## config.mk

```make
export PLATFORM = sky130hd
export DESIGN_NAME = multicycle_control_fsm
export DESIGN_NICKNAME = d
export VERILOG_FILES = /design/src/rtl/multicycle_control_fsm.sv
export SDC_FILE = /design/constraint.sdc
export NUM_CORES = 1
export LEC_CHECK = 0
export ABC_AREA = 1
export ABC_CLOCK_PERIOD_IN_PS = 2800
export BUFFER_PORTS_ARGS = -buffer_cell sky130_fd_sc_hd__clkbuf_2
export CORE_MARGIN = 2
export CORE_UTILIZATION = 50
export CTS_BUF_LIST = sky130_fd_sc_hd__clkbuf_2
export DETAILED_ROUTE_END_ITERATION = 8
export GPL_ROUTABILITY_DRIVEN = 0
export GPL_TIMING_DRIVEN = 0
export HOLD_SLACK_MARGIN = 0.15
export PLACE_DENSITY = 0.88
export SLEW_MARGIN = 20
export SYNTH_ARGS = -nofsm -noshare
export SYNTH_HDL_FRONTEND = slang
export SYNTH_SLANG_ARGS = --single-unit
```

## constraint.sdc

```tcl
create_clock -name clk -period 2.8 [get_ports clk]
set_clock_uncertainty 0.05 [all_clocks]
set_input_delay 0.14 -clock clk [delete_from_list [all_inputs] [get_ports clk]]
set_output_delay 0.14 -clock clk [all_outputs]
set_load 0.02 [all_outputs]
```

## src/rtl/multicycle_control_fsm.sv

```systemverilog
// Multicycle RISC-V control unit: decodes Op/Funct3/Funct7 from the IR and
// sequences the shared PC/IR/ULA/memory datapath with a Moore FSM.
//
// state    | meaning
// ---------+-----------------------------------------------------------
// FETCH    | read instruction at PC, load IR/OldPC, PC <= PC+4
// DECODE   | read registers, ALUOut <= OldPC+Imm (branch/jump target)
// MEMADR   | ALUOut <= RD1+Imm (load/store address)
// MEMREAD  | read data memory at ALUOut, wait for MemReady
// MEMWB    | rd <= loaded data
// MEMWRITE | write data memory at ALUOut, wait for MemReady
// EXECR    | ALUOut <= RD1 op RD2
// EXECI    | ALUOut <= RD1 op Imm
// ALUWB    | rd <= ALUOut
// BRANCH   | compare RD1-RD2, PC <= ALUOut when taken
// JAL      | PC <= ALUOut, ALUOut <= OldPC+4
// TRAP     | illegal instruction, absorbing until reset
module multicycle_control_fsm (
  input  logic       clk,
  input  logic       reset,
  input  logic [6:0] Op,
  input  logic [2:0] Funct3,
  input  logic [6:0] Funct7,
  input  logic       Zero,
  input  logic       MemReady,
  output logic       PCWrite,
  output logic       AdrSrc,
  output logic       MemWrite,
  output logic       IRWrite,
  output logic       RegWrite,
  output logic [1:0] ResultSrc,
  output logic [1:0] ULASrcA,
  output logic [1:0] ULASrcB,
  output logic [2:0] ULAControl,
  output logic [1:0] ImmSrc,
  output logic       Trap,
  output logic       Retire
);

  localparam logic [3:0] S_FETCH    = 4'd0;
  localparam logic [3:0] S_DECODE   = 4'd1;
  localparam logic [3:0] S_MEMADR   = 4'd2;
  localparam logic [3:0] S_MEMREAD  = 4'd3;
  localparam logic [3:0] S_MEMWB    = 4'd4;
  localparam logic [3:0] S_MEMWRITE = 4'd5;
  localparam logic [3:0] S_EXECR    = 4'd6;
  localparam logic [3:0] S_EXECI    = 4'd7;
  localparam logic [3:0] S_ALUWB    = 4'd8;
  localparam logic [3:0] S_BRANCH   = 4'd9;
  localparam logic [3:0] S_JAL      = 4'd10;
  localparam logic [3:0] S_TRAP     = 4'd11;

  localparam logic [6:0] OP_LOAD   = 7'b0000011;
  localparam logic [6:0] OP_STORE  = 7'b0100011;
  localparam logic [6:0] OP_RTYPE  = 7'b0110011;
  localparam logic [6:0] OP_ITYPE  = 7'b0010011;
  localparam logic [6:0] OP_BRANCH = 7'b1100011;
  localparam logic [6:0] OP_JAL    = 7'b1101111;

  logic [3:0] state_q, state_d;
  logic       r_ok;
  logic [2:0] r_ctl;

  // State register; reset returns to FETCH immediately
  always_ff @(posedge clk or posedge reset) begin
    if (reset) state_q <= S_FETCH;
    else       state_q <= state_d;
  end

  // R-type legality and ALU operation from {Funct3,Funct7}
  always_comb begin
    r_ok  = 1'b1;
    r_ctl = 3'b000;
    case ({Funct3, Funct7})
      {3'b000, 7'b0000000}: r_ctl = 3'b000;
      {3'b000, 7'b0100000}: r_ctl = 3'b001;
      {3'b111, 7'b0000000}: r_ctl = 3'b010;
      {3'b110, 7'b0000000}: r_ctl = 3'b011;
      {3'b100, 7'b0000000}: r_ctl = 3'b100;
      {3'b010, 7'b0000000}: r_ctl = 3'b101;
      default:              r_ok  = 1'b0;
    endcase
  end

  // Next-state selection
  always_comb begin
    state_d = state_q;
    case (state_q)
      S_FETCH:    if (MemReady) state_d = S_DECODE;
      S_DECODE: begin
        state_d = S_TRAP;
        case (Op)
          OP_LOAD:   if (Funct3 == 3'b000) state_d = S_MEMADR;
          OP_STORE:  if (Funct3 == 3'b000) state_d = S_MEMADR;
          OP_RTYPE:  if (r_ok) state_d = S_EXECR;
          OP_ITYPE:  if (Funct3 == 3'b000 || Funct3 == 3'b110) state_d = S_EXECI;
          OP_BRANCH: if (Funct3 == 3'b000 || Funct3 == 3'b001) state_d = S_BRANCH;
          OP_JAL:    state_d = S_JAL;
          default:   state_d = S_TRAP;
        endcase
      end
      S_MEMADR:   state_d = (Op == OP_LOAD) ? S_MEMREAD : S_MEMWRITE;
      S_MEMREAD:  if (MemReady) state_d = S_MEMWB;
      S_MEMWB:    state_d = S_FETCH;
      S_MEMWRITE: if (MemReady) state_d = S_FETCH;
      S_EXECR:    state_d = S_ALUWB;
      S_EXECI:    state_d = S_ALUWB;
      S_ALUWB:    state_d = S_FETCH;
      S_BRANCH:   state_d = S_FETCH;
      S_JAL:      state_d = S_ALUWB;
      S_TRAP:     state_d = S_TRAP;
      default:    state_d = S_FETCH;
    endcase
  end

  // Immediate format follows the opcode in every state
  always_comb begin
    case (Op)
      OP_LOAD, OP_ITYPE: ImmSrc = 2'b00;
      OP_STORE:          ImmSrc = 2'b01;
      OP_BRANCH:         ImmSrc = 2'b10;
      OP_JAL:            ImmSrc = 2'b11;
      default:           ImmSrc = 2'b00;
    endcase
  end

  // Per-state datapath controls; strobes are gated off while reset is high
  always_comb begin
    PCWrite    = 1'b0;
    AdrSrc     = 1'b0;
    MemWrite   = 1'b0;
    IRWrite    = 1'b0;
    RegWrite   = 1'b0;
    ResultSrc  = 2'b00;
    ULASrcA    = 2'b00;
    ULASrcB    = 2'b00;
    ULAControl = 3'b000;
    Trap       = 1'b0;
    Retire     = 1'b0;
    case (state_q)
      S_FETCH: begin
        ResultSrc = 2'b10;
        ULASrcB   = 2'b10;
        IRWrite   = MemReady;
        PCWrite   = MemReady;
      end
      S_DECODE: begin
        ULASrcA = 2'b01;
        ULASrcB = 2'b01;
      end
      S_MEMADR: begin
        ULASrcA = 2'b10;
        ULASrcB = 2'b01;
      end
      S_MEMREAD: AdrSrc = 1'b1;
      S_MEMWB: begin
        ResultSrc = 2'b01;
        RegWrite  = 1'b1;
        Retire    = 1'b1;
      end
      S_MEMWRITE: begin
        AdrSrc   = 1'b1;
        MemWrite = 1'b1;
        Retire   = MemReady;
      end
      S_EXECR: begin
        ULASrcA    = 2'b10;
        ULAControl = r_ctl;
      end
      S_EXECI: begin
        ULASrcA    = 2'b10;
        ULASrcB    = 2'b01;
        ULAControl = (Funct3 == 3'b110) ? 3'b011 : 3'b000;
      end
      S_ALUWB: begin
        RegWrite = 1'b1;
        Retire   = 1'b1;
      end
      S_BRANCH: begin
        ULASrcA    = 2'b10;
        ULAControl = 3'b001;
        Retire     = 1'b1;
        PCWrite    = ((Funct3 == 3'b000) && Zero) || ((Funct3 == 3'b001) && !Zero);
      end
      S_JAL: begin
        ULASrcA = 2'b01;
        ULASrcB = 2'b10;
        PCWrite = 1'b1;
      end
      S_TRAP:  Trap = 1'b1;
      default: ;
    endcase
    if (reset) begin
      PCWrite  = 1'b0;
      IRWrite  = 1'b0;
      RegWrite = 1'b0;
      MemWrite = 1'b0;
      Retire   = 1'b0;
      Trap     = 1'b0;
    end
  end

endmodule

```

## Word level (Yosys, flattened, before mapping)

Cells that the tools add are included.

- $lt $le $gt $ge: 0
- Shift operators: 0
- Reductions and logical operators: 20
- Add/subtract/negate cells: 0
- Equal/unequal tests: 27
- Div/mod/pow operators: 0
- Mux-type cells: 31
- Multiply operators: 0
- Bitwise operators: 0

Operators by type and width:

| operator | count |
|---|---|
| $eq 10x10->1 const B | 3 |
| $pmux 4 s7 | 1 |
| $mux 4 | 6 |
| $pmux 4 s5 | 1 |
| $eq 4x3->1 const B | 4 |
| $eq 4x4->1 const B | 4 |
| $pmux 3 s5 | 1 |
| $eq 7x6->1 const B | 2 |
| $eq 7x7->1 const B | 2 |
| $mux 1 | 12 |
| $pmux 2 s2 | 3 |
| $eq 10x6->1 const B | 1 |
| $eq 10x9->1 const B | 1 |
| $logic_not 10->1 | 1 |
| $reduce_or 2->1 | 5 |
| $pmux 3 s3 | 1 |
| $reduce_or 3->1 | 3 |
| $eq 4x2->1 const B | 2 |
| $eq 7x2->1 const B | 1 |
| $eq 7x5->1 const B | 1 |
| $ne 2x2->1 const B | 3 |
| $pmux 2 s3 | 1 |
| $reduce_or 6->1 | 1 |
| $eq 4x1->1 const B | 1 |
| other kinds (13) | 17 |

- Memories: 0
- Bits in writable memories: 0
- Bits in registers: 4
- Word-level logic and storage cells: 79
- Input bits: 21
- Memory bits (read-only): 0
- Latch bits: 0
- Output and inout bits: 18

## Longest topological paths before layout

Gate-level depths: netlist of the first run.

- Depth after elaboration: 6
- Mapped depth: 12
- Gate-level depth less buffers: 12

## Least setup slack after synthesis of the first run

No wires, ideal clock.

- Path type: register to output
- Start point: reg state_q[2]
- End point: out IRWrite
- Data required time: 2,610 ps
- Arrival: 1,545 ps
- Cell stages (with the launch flop): 6
- Setup slack: 1,065 ps
- Path buffers: 0
- Cell sequence: dfrtp_1 nor2_1 inv_1 nor2_1 inv_1 nor3_1

- Word-level cells in the longest chain between the ends: 3

Ends and longest elaborated chain:

| element | RTL line | text |
|---|---|---|
| from (decl) | 60 | `logic [3:0] state_q, state_d;` |
| from (signal assigned) | 67 | `else state_q <= state_d;` |
| $logic_not 4->1 | 140 | `case (state_q)` |
| $mux 1 | 140 |  |
| $mux 1 | 193 | `if (reset) begin` |
| to (decl) | 29 | `output logic IRWrite,` |

No other way between the ends.

## Worst setup path in the final report of the first run

- Start point: reg state_q[2]
- End point: out ULAControl[1]

- Word-level cells in the longest chain between the ends: 2
- Elaborated cells on any way between the ends: 4
- Classes of those cells: eq/ne: 3; mux: 1

Ends and longest elaborated chain:

| element | RTL line | text |
|---|---|---|
| $eq 4x4->1 or $eq 4x3->1 (tied branches) | 140 |  |
| $pmux 3 s3 (*) | 140 |  |
| to (decl) | 34 | `output logic [2:0] ULAControl,` |

Mark *: on every way between the ends. The rest lies on a longest branch, timed or not.

==> results of run 1 <==
## worst register-to-register path: cells and delay by family (launching register included)
family | cells | cell delay [ns]
buffers and inverters | 2 | 0.22
AND/OR/NAND/NOR | 6 | 0.64
flip-flops | 1 | 0.39
## cell usage after synthesis
library cell	instances	area share
nor3_1	6	0.041
or3b_1	1	0.012
nor2_4	2	0.030
o2111ai_1	1	0.012
inv_2	2	0.010
nand2_1	35	0.18
nor4_1	1	0.0085
nand3_1	13	0.088
dfrtp_1	4	0.14
xnor2_1	1	0.012
a21oi_1	3	0.020
a211oi_1	1	0.010
inv_1	30	0.15
nor2_2	1	0.0085
a31o_2	1	0.012
o21ai_0	3	0.020
nor2_1	34	0.17
a31oi_1	1	0.0085
o21a_1	1	0.010
nand4_1	2	0.017
o31ai_1	1	0.010
nand2_2	4	0.034
## stage by stage
stage / instances / cell area, sq um / utilization / setup slack (ns) / power, mW
after detailed placement: 201 / 950 / 0.703 / 1.32 / 0.107
final: 205 / 975 / 0.722 / 1.08 / 0.160
after floorplan: 148 / 741 / - / 1.07 / 0.0822
after CTS: 205 / 975 / 0.722 / 1.10 / 0.158
after global routing: 205 / 975 / 0.722 / 0.896 / 0.172
after global placement: 201 / 950 / 0.703 / 1.32 / 0.105
## cell families after synthesis
family | after synthesis | share of synthesized area
flops | 4 | 0.135
xor+xnor | 1 | 0.0118
buf+inv | 32 | 0.162
simple gates | 99 | 0.588
compound gates | 12 | 0.103
## how the worst max path moves through the flow
stage,depth (start not counted),end,start
after floorplan,5,IRWrite,state_q[2]
after global placement,6,ULAControl[2],state_q[3]
after detailed placement,8,ULAControl[1],state_q[2]
after CTS,8,ULAControl[1],state_q[2]
after global routing,6,ULAControl[2],state_q[0]
final,8,ULAControl[1],state_q[2]
## per-layer routing
metal  wire length, um  vias to the layer above  track usage
met5                 0                        -            0
met4                 0                        0       0.0375
met3               159                        0       0.0302
met2               884                       42        0.388
met1               898                      459        0.301
li1                  -                      546            -
## report_power, final
group	switching, mW	internal, mW	leakage (nW)	total [mW]
clock	0.0236	0.0289	0.0125	0.0525
combinational	0.0295	0.0197	0.536	0.0492
sequential	0	0.0580	0.0402	0.0580
## cell type report
class	instances	area, sq um
clock buffers	3	15.0
fillers	119	375
flip-flops and latches	4	100
inverters	32	120
well taps	15	18.8
multi-input cells	112	520
repair buffers	39	200
==> metrics.cfg, run 1 <==
[power]
p_leak_nw = 0.588
ir_drop_v = 0.000161
p_per_area_nw_per_um2 = 164

[yosys]
synth_cells = 148
synth-seq-cells = 4
seq_area_frac_synth = 0.135
synth_nets = 169
synth.avg_cell_area_sq_um = 5.00
synth.distinct_cells = 22
yosys_warnings = 0
synth_area_sq_um = 741

[floorplanning]
core-area_sq_um = 1350
fp.dieH_um = 42.5
dieArea_sq_um = 1810
dieWidth_um = 42.5
io_pins = 39
rows = 13
start_util = 0.549

[drt]
drt_wl_total_um = 1940
drt_first_pass_iters = 4
drt-initial-drc-count = 14
ant_nets = 0
via_per_inst = 5.11
drc = 0
avgRoutedWirePerCell_um = 9.48
vias = 1047

[setup_path]
cp_cell_sequence = inv_1 -> nor2_1 -> inv_2 -> nor2_1 -> inv_1 -> nor3_1 -> a31o_2 -> clkbuf_2
crit_family = simple AND/OR/NAND/NOR gates
max_stage_delay_ns = 0.36
ff2ff_setup_slack_ns = 1.38
path_buf_inv = 4
reg2reg_from = state_q[2]
required_ns = 2.61
timing.rr.end = state_q[0]
reg2reg_depth = 8
cp_max_fo = 4
crit_slowest_cell = dfrtp_1
end_kind = output pin
worstSetupStartpointType = flip-flop
crit_type = flip-flop to output pin
worstPathArrival_ns = 1.53

[clock_tree]
cts_tree = done
cts_setup_buffers = 0
cts_buffers = 3
clock_latency_ns = 0.20
clock_path_buffers = 2
hold_buffers = 1
cts_root_buf = clkbuf_2
ctsResizeCount = 0
cts.sinks = 4
path_clk_slew_ns = 0.05
htreeDepth = 1

[final_layout]
drive_gt1_frac = 0.268
top_register = state_q
layout_common_cells = clkbuf_2 (41), nand2_1 (35), nor2_1 (34)
fin_nets = 213
final_common_cell = clkbuf_2
reg.largest.list = state_q: 4 flops
antennaDiodeCount = 0
largest_register_ff_count = 4
area_growth_pct = 31.6

[placed_design]
hpwl_um = 1690
io_buffers = 38

[sta]
fin_crit_sh = 0.613
slew_headroom = 0.801
fmax_mhz = 583
setup_viol = 0
hold_ws_ns = 0.248
finalCriticalPeriod_ns = 1.72
hold_violations = 0
rsz0062_at_grt = no
slew_viol_final = 0
tns_ns = 0
worst_slew_pin_slew_ns = 0.297

[grt]
antenna_found_initial = 0
grt_first_pass_wirelength_um = 3310
grt_max_degree = 8
gr-usage-all-layers = 0.225
grt-ovfl-total = 0
grt_pass1_vias = 862

[run]
drv_cap = 0

[min_path]
min_from = MemReady
hp-class = primary input to flip-flop
holdPathEnd = state_q[2]
hold_depth = 4

[outcome]
status = complete, no violations

Power figures use the tool's default switching activity.
==> run 2, diff against run 1 <==
--- a/config.mk
+++ b/config.mk
@@ -6,16 +6,16 @@
 export NUM_CORES = 1
 export LEC_CHECK = 0
 export ABC_AREA = 1
-export ABC_CLOCK_PERIOD_IN_PS = 2800
+export ABC_CLOCK_PERIOD_IN_PS = 1800
 export BUFFER_PORTS_ARGS = -buffer_cell sky130_fd_sc_hd__clkbuf_2
 export CORE_MARGIN = 2
-export CORE_UTILIZATION = 50
+export CORE_UTILIZATION = 46
 export CTS_BUF_LIST = sky130_fd_sc_hd__clkbuf_2
 export DETAILED_ROUTE_END_ITERATION = 8
 export GPL_ROUTABILITY_DRIVEN = 0
 export GPL_TIMING_DRIVEN = 0
 export HOLD_SLACK_MARGIN = 0.15
-export PLACE_DENSITY = 0.88
+export PLACE_DENSITY = 0.81
 export SLEW_MARGIN = 20
 export SYNTH_ARGS = -nofsm -noshare
 export SYNTH_HDL_FRONTEND = slang
==> constraint.sdc (replaced) <==
create_clock -name clk -period 1.8 [get_ports clk]
set_clock_uncertainty 0.05 [all_clocks]
set_input_delay 0.09 -clock clk [delete_from_list [all_inputs] [get_ports clk]]
set_output_delay 0.09 -clock clk [all_outputs]
set_load 0.02 [all_outputs]
==> metrics.cfg, run 2 (synthesis results as in run 1) <==
[outcome]
status = complete, no violations

[setup_path]
crit_type = flip-flop to output pin
max_stage_delay_ns = 0.39  ; +0.03 ns
crit_top_cell = inv_1
required_ns = 1.66  ; -0.95 ns
crit_slowest_cell = dfrtp_1
worstSetupStartpointType = flip-flop
cp_max_fo = 4  ; unchanged
crit_family = simple AND/OR/NAND/NOR gates
worstPathArrival_ns = 1.52  ; about the same
path_buf_inv = 4  ; unchanged
end_kind = output pin
cp_cell_sequence = inv_1 -> nor2_1 -> inv_2 -> nor2_2 -> inv_1 -> nor3_1 -> or3b_1 -> clkbuf_2

[run]
drv_cap = 0  ; unchanged

[final_layout]
top_register = state_q
area_growth_pct = 32.4
drive_gt1_frac = 0.279  ; +0.0105
layout_common_cells = clkbuf_2 (40), nand2_1 (35), nor2_1 (32)
utilization = 0.651  ; -0.0708
largest_register_ff_count = 4  ; unchanged
reg.largest.list = state_q: 4 flops
fin_nets = 213  ; unchanged
final_common_cell = clkbuf_2
antennaDiodeCount = 0  ; unchanged

[power]
p_leak_nw = 0.589  ; about the same
p_per_area_nw_per_um2 = 252  ; +54%
ir_drop_v = 0.000433  ; +170%

[drt]
vias = 1032  ; -1.4%
drt_wl_total_um = 2020  ; +4.2%
drt_first_pass_iters = 4  ; unchanged
drt-initial-drc-count = 22  ; +8
ant_nets = 0  ; unchanged
drc = 0  ; unchanged
via_per_inst = 5.01  ; -1.9%
avgRoutedWirePerCell_um = 9.83  ; +3.7%

[clock_tree]
cts_tree = done
clock_latency_ns = 0.21  ; about the same
cts.sinks = 4  ; unchanged
htreeDepth = 1  ; unchanged
cts_buffers = 3  ; unchanged
cts_root_buf = clkbuf_2
path_clk_slew_ns = 0.04  ; about the same
clock_path_buffers = 2  ; unchanged

[sta]
hold_violations = 0  ; unchanged
finalCriticalPeriod_ns = 1.66
slew_viol_final = 0  ; unchanged
worst_slew_pin_slew_ns = 0.320  ; +0.0225 ns
fmax_mhz = 601
tns_ns = 0  ; unchanged
slew_headroom = 0.785  ; -0.0166
rsz0062_at_grt = no
setup_viol = 0  ; unchanged
fin_crit_sh = 0.924

[grt]
grt-ovfl-total = 0  ; unchanged
grt_first_pass_wirelength_um = 3580  ; +8.4%
grt_max_degree = 8  ; unchanged
gr-usage-all-layers = 0.234  ; +0.00914
grt_pass1_vias = 963  ; +12%
antenna_found_initial = 0  ; unchanged

[placed_design]
io_buffers = 38  ; unchanged
hpwl_um = 1750  ; +3.5%

[min_path]
hp-class = primary input to flip-flop

[floorplanning]
dieWidth_um = 44.1  ; +3.8%
core-area_sq_um = 1510  ; +12%
fp.dieH_um = 44.1  ; +3.8%
start_util = 0.492  ; -0.0570
io_pins = 39  ; unchanged
dieArea_sq_um = 1950  ; +7.8%
rows = 14  ; +1

==> run 2: cell count changes in the layout (fill, tap and decap cells not counted), sizes merged <==
cell	previous run	this run
buf	0	1
clkbuf	41	40
==> run 2: worst register-to-register path: stages, from the launching register on <==
cell	delay, ns
dfrtp_1	0.39
nor2_1	0.15
inv_1	0.10
nor2_1	0.19
inv_1	0.12
nand3_1	0.11
nand2_1	0.07
nand2_1	0.07
nand2_1	0.05
==> run 2: metal layers <==
metal | wire length, um | share of wire | GRT usage | vias to the layer above
met5 | 0 | 0 | 0 | -
met1 | 899 | 0.44 | 0.294 | 442
met4 | 0 | 0 | 0 | 0
li1 | - | - | - | 548
met2 | 955 | 0.47 | 0.435 | 42
met3 | 169 | 0.083 | 0.0490 | 0
==> run 2: stage by stage <==
| step | setup WS, ns | power, mW | hold WS [ns] | cell area, sq um | std cells |
|---|---|---|---|---|---|
| global route | 0.00791 | 0.269 | 0.213 | 981 | 206 |
| CTS | 0.115 | 0.252 | 0.190 | 976 | 206 |
| finish | 0.136 | 0.247 | 0.201 | 981 | 206 |
| floorplan | 0.115 | 0.128 | -0.194 | 741 | 148 |
| detailed placement | 0.359 | 0.167 | 0.000510 | 951 | 202 |
| global placement | 0.376 | 0.163 | -0.00567 | 951 | 202 |
==> run 2: where the power goes <==
group	total, mW	internal [mW]	switching (mW)	leakage [nW]
clock network	0.0799	0.0448	0.0351	0.0125
registers	0.0904	0.0904	0	0.0402
logic	0.0769	0.0306	0.0463	0.536
==> run 2: final cells by class <==
cell class | count | area (sq um)
Sequential cell | 4 | 100
Multi-Input combinational cell | 112 | 526
Clock buffer | 3 | 15.0
Timing Repair Buffer | 39 | 200
Tap cell | 16 | 20.0
Fill cell | 161 | 526
Inverter | 32 | 120
==> run 2: what timing repair did <==
action / CTS / global route
setup buffers: 0 / 0
endpoints found under the hold margin: 4 / 0
resized for setup: 0 / 3
endpoints found under the setup margin: 0 / 3
hold buffers: 1 / 0
==> run 2: worst paths after layout <==
| check | startpoint | endpoint | slack [ns] | depth (start not counted) |
|---|---|---|---|---|
| setup / recovery | state_q[2] | ULAControl[0] | 0.14 | 8 |
| hold / removal | MemReady | state_q[2] | 0.20 | 4 |
| setup reg to reg | state_q[2] | state_q[2] | 0.39 | 8 |
| hold reg to reg | state_q[0] | state_q[0] | 0.57 | 2 |
| max in group asynchronous | reset | state_q[0] | 1.21 | 3 |
| min in group asynchronous | reset | state_q[1] | 0.34 | 3 |
==> run 3, diff against run 2 <==
--- a/config.mk
+++ b/config.mk
@@ -9,13 +9,12 @@
 export ABC_CLOCK_PERIOD_IN_PS = 1800
 export BUFFER_PORTS_ARGS = -buffer_cell sky130_fd_sc_hd__clkbuf_2
 export CORE_MARGIN = 2
-export CORE_UTILIZATION = 46
-export CTS_BUF_LIST = sky130_fd_sc_hd__clkbuf_2
+export CORE_UTILIZATION = 44
 export DETAILED_ROUTE_END_ITERATION = 8
 export GPL_ROUTABILITY_DRIVEN = 0
 export GPL_TIMING_DRIVEN = 0
 export HOLD_SLACK_MARGIN = 0.15
-export PLACE_DENSITY = 0.81
+export PLACE_DENSITY = 0.78
 export SLEW_MARGIN = 20
 export SYNTH_ARGS = -nofsm -noshare
 export SYNTH_HDL_FRONTEND = slang
==> metrics.cfg, run 3 (synthesis results as in run 1) <==
[grt]
grt-ovfl-total = 0  ; unchanged
grt_use_met2 = 0.357  ; -0.0782
use_met3 = 0.0480  ; -0.000980
gr-usage-all-layers = 0.220  ; -0.0143
grt_max_degree = 8  ; unchanged
grt_pass1_vias = 858  ; -11%
grt_first_pass_wirelength_um = 3330  ; -7.1%
busiest_layer = met2
grt.met1_usage = 0.294  ; about the same
antenna_found_initial = 0  ; unchanged

[sta]
fmax_mhz = 590  ; -1.9%
worst_slew_pin_slew_ns = 0.311  ; -0.00887 ns
fin_crit_sh = 0.942  ; +0.0179
hold_ws_ns = 0.168  ; -0.0338 ns
slew_headroom = 0.792  ; +0.00740
setup_viol = 0  ; unchanged
hold_violations = 0  ; unchanged
slew_viol_final = 0  ; unchanged
finalCriticalPeriod_ns = 1.70  ; +0.0322 ns

[final_layout]
antennaDiodeCount = 0  ; unchanged
utilization = 0.648  ; -0.00344
num-fill-cells = 157  ; -2.5%
largest_register_ff_count = 4  ; unchanged
final_cell_area_sq_um = 998  ; +1.8%
fin_nets = 213  ; unchanged
drive_gt1_frac = 0.289  ; +0.0105
area_growth_pct = 34.8
final_cells = 206  ; unchanged
layout_common_cells = clkbuf_2 (37), nand2_1 (35), nor2_1 (32)
top_register = state_q
final_common_cell = clkbuf_2
reg.largest.list = state_q: 4 flops

[clock_tree]
path_clk_slew_ns = 0.03  ; about the same
clock_path_buffers = 2  ; unchanged
cts.sinks = 4  ; unchanged
cts_buffers = 3  ; unchanged
htreeDepth = 1  ; unchanged
clock_latency_ns = 0.25  ; +0.04 ns
cts_root_buf = clkbuf_4
cts_tree = done
cts_setup_buffers = 0  ; unchanged

[min_path]
hp-class = primary input to flip-flop

[placed_design]
hpwl_um = 1670  ; -4.3%
placed_cell_area_sq_um = 951  ; unchanged
dp_cells = 202  ; unchanged
io_buffers = 38  ; unchanged

[drt]
drt_first_pass_iters = 4  ; unchanged
drt-initial-drc-count = 50  ; +130%
drc = 0  ; unchanged
vias = 1048  ; +1.6%
avgRoutedWirePerCell_um = 10.1  ; +2.7%
ant_nets = 0  ; unchanged
drt_wl_total_um = 2080  ; +2.7%
via_per_inst = 5.09  ; +1.6%

[run]
drv_cap = 0  ; unchanged

[power]
clock_power_share = 0.416  ; +0.093
p_sw_mw = 0.0914  ; +12%
power_frac_comb = 0.270  ; -0.041
p_leak_nw = 0.591  ; +0.47%
internal-power_mw = 0.196  ; +18%
p_per_area_nw_per_um2 = 288  ; +14%
ir_drop_v = 0.000322  ; -26%
seqPwrFrac = 0.314  ; -0.052
switching_share = 0.318  ; -0.0114

[floorplanning]
fp.dieH_um = 45.0  ; +2.1%
core-area_sq_um = 1540  ; +2.3%
rows = 14  ; unchanged
dieWidth_um = 45.0  ; +2.1%
start_util = 0.481  ; -0.0112
io_pins = 39  ; unchanged
dieArea_sq_um = 2030  ; +4.1%

[setup_path]
crit_type = flip-flop to output pin
end_kind = output pin
worstPathArrival_ns = 1.56  ; +0.04 ns
cp_max_fo = 4  ; unchanged
worstSetupStartpointType = flip-flop
required_ns = 1.66  ; about the same

[outcome]
status = complete, no violations

## run 3: worst paths after layout
check,startpoint,endpoint,slack (ns),cells past startpoint
worst max-delay path,state_q[2],ULAControl[0],0.10,8
worst min-delay path,MemReady,state_q[2],0.17,4
worst max register to register,state_q[3],state_q[0],0.39,8
worst min register to register,state_q[0],state_q[0],0.55,2
max in group asynchronous,reset,state_q[2],1.26,3
min in group asynchronous,reset,state_q[3],0.29,3
## run 3: power by group through the flow
stage | Clock, mW | Combinational [mW] | Sequential (mW)
after global routing | 0.134 | 0.0871 | 0.0902
after floorplan | 0 | 0.0363 | 0.0916
after detailed placement | 0 | 0.0739 | 0.0916
after CTS | 0.124 | 0.0762 | 0.0904
final | 0.120 | 0.0775 | 0.0904
after global placement | 0 | 0.0715 | 0.0916
## run 3: layout make-up
cell class / count / area (sq um) / area share
Sequential cell: 4 / 100 / 0.100
Clock buffer: 3 / 22.5 / 0.0226
Tap cell: 16 / 20.0 / 0.0201
Timing Repair Buffer: 39 / 200 / 0.201
Multi-Input combinational cell: 112 / 536 / 0.536
Inverter: 32 / 120 / 0.120
## run 3: layer usage
metal | vias to the layer above | part of all wire | routed length [um]
met1 | 456 | 0.46 | 948
met3 | 2 | 0.080 | 167
li1 | 542 | - | -
met2 | 48 | 0.45 | 945
met4 | 0 | 0.0077 | 16
met5 | - | 0 | 0
## run 3: per-stage QoR
step / total power [mW] / TNS, ns / setup slack [ns]
after floorplan: 0.128 / 0 / 0.115
after global placement: 0.163 / 0 / 0.370
after detailed placement: 0.166 / 0 / 0.364
after CTS: 0.291 / 0 / 0.0779
after global routing: 0.311 / -0.0204 / -0.0123
final: 0.287 / 0 / 0.104
## run 3: timing repair
item                                    4_1_cts  5_1_grt
resized for setup                             0        5
endpoints found under the setup margin        0        5
hold buffers                                  1        0
hold endpoints to repair                      4        0
## run 3: critical path: stages, from the launching register on
cell      delay (ns)
dfrtp_1         0.38
inv_1           0.06
nor2_1          0.05
inv_2           0.09
nor2_1          0.06
inv_1           0.11
nor3_2          0.06
or3b_1          0.36
clkbuf_2        0.16
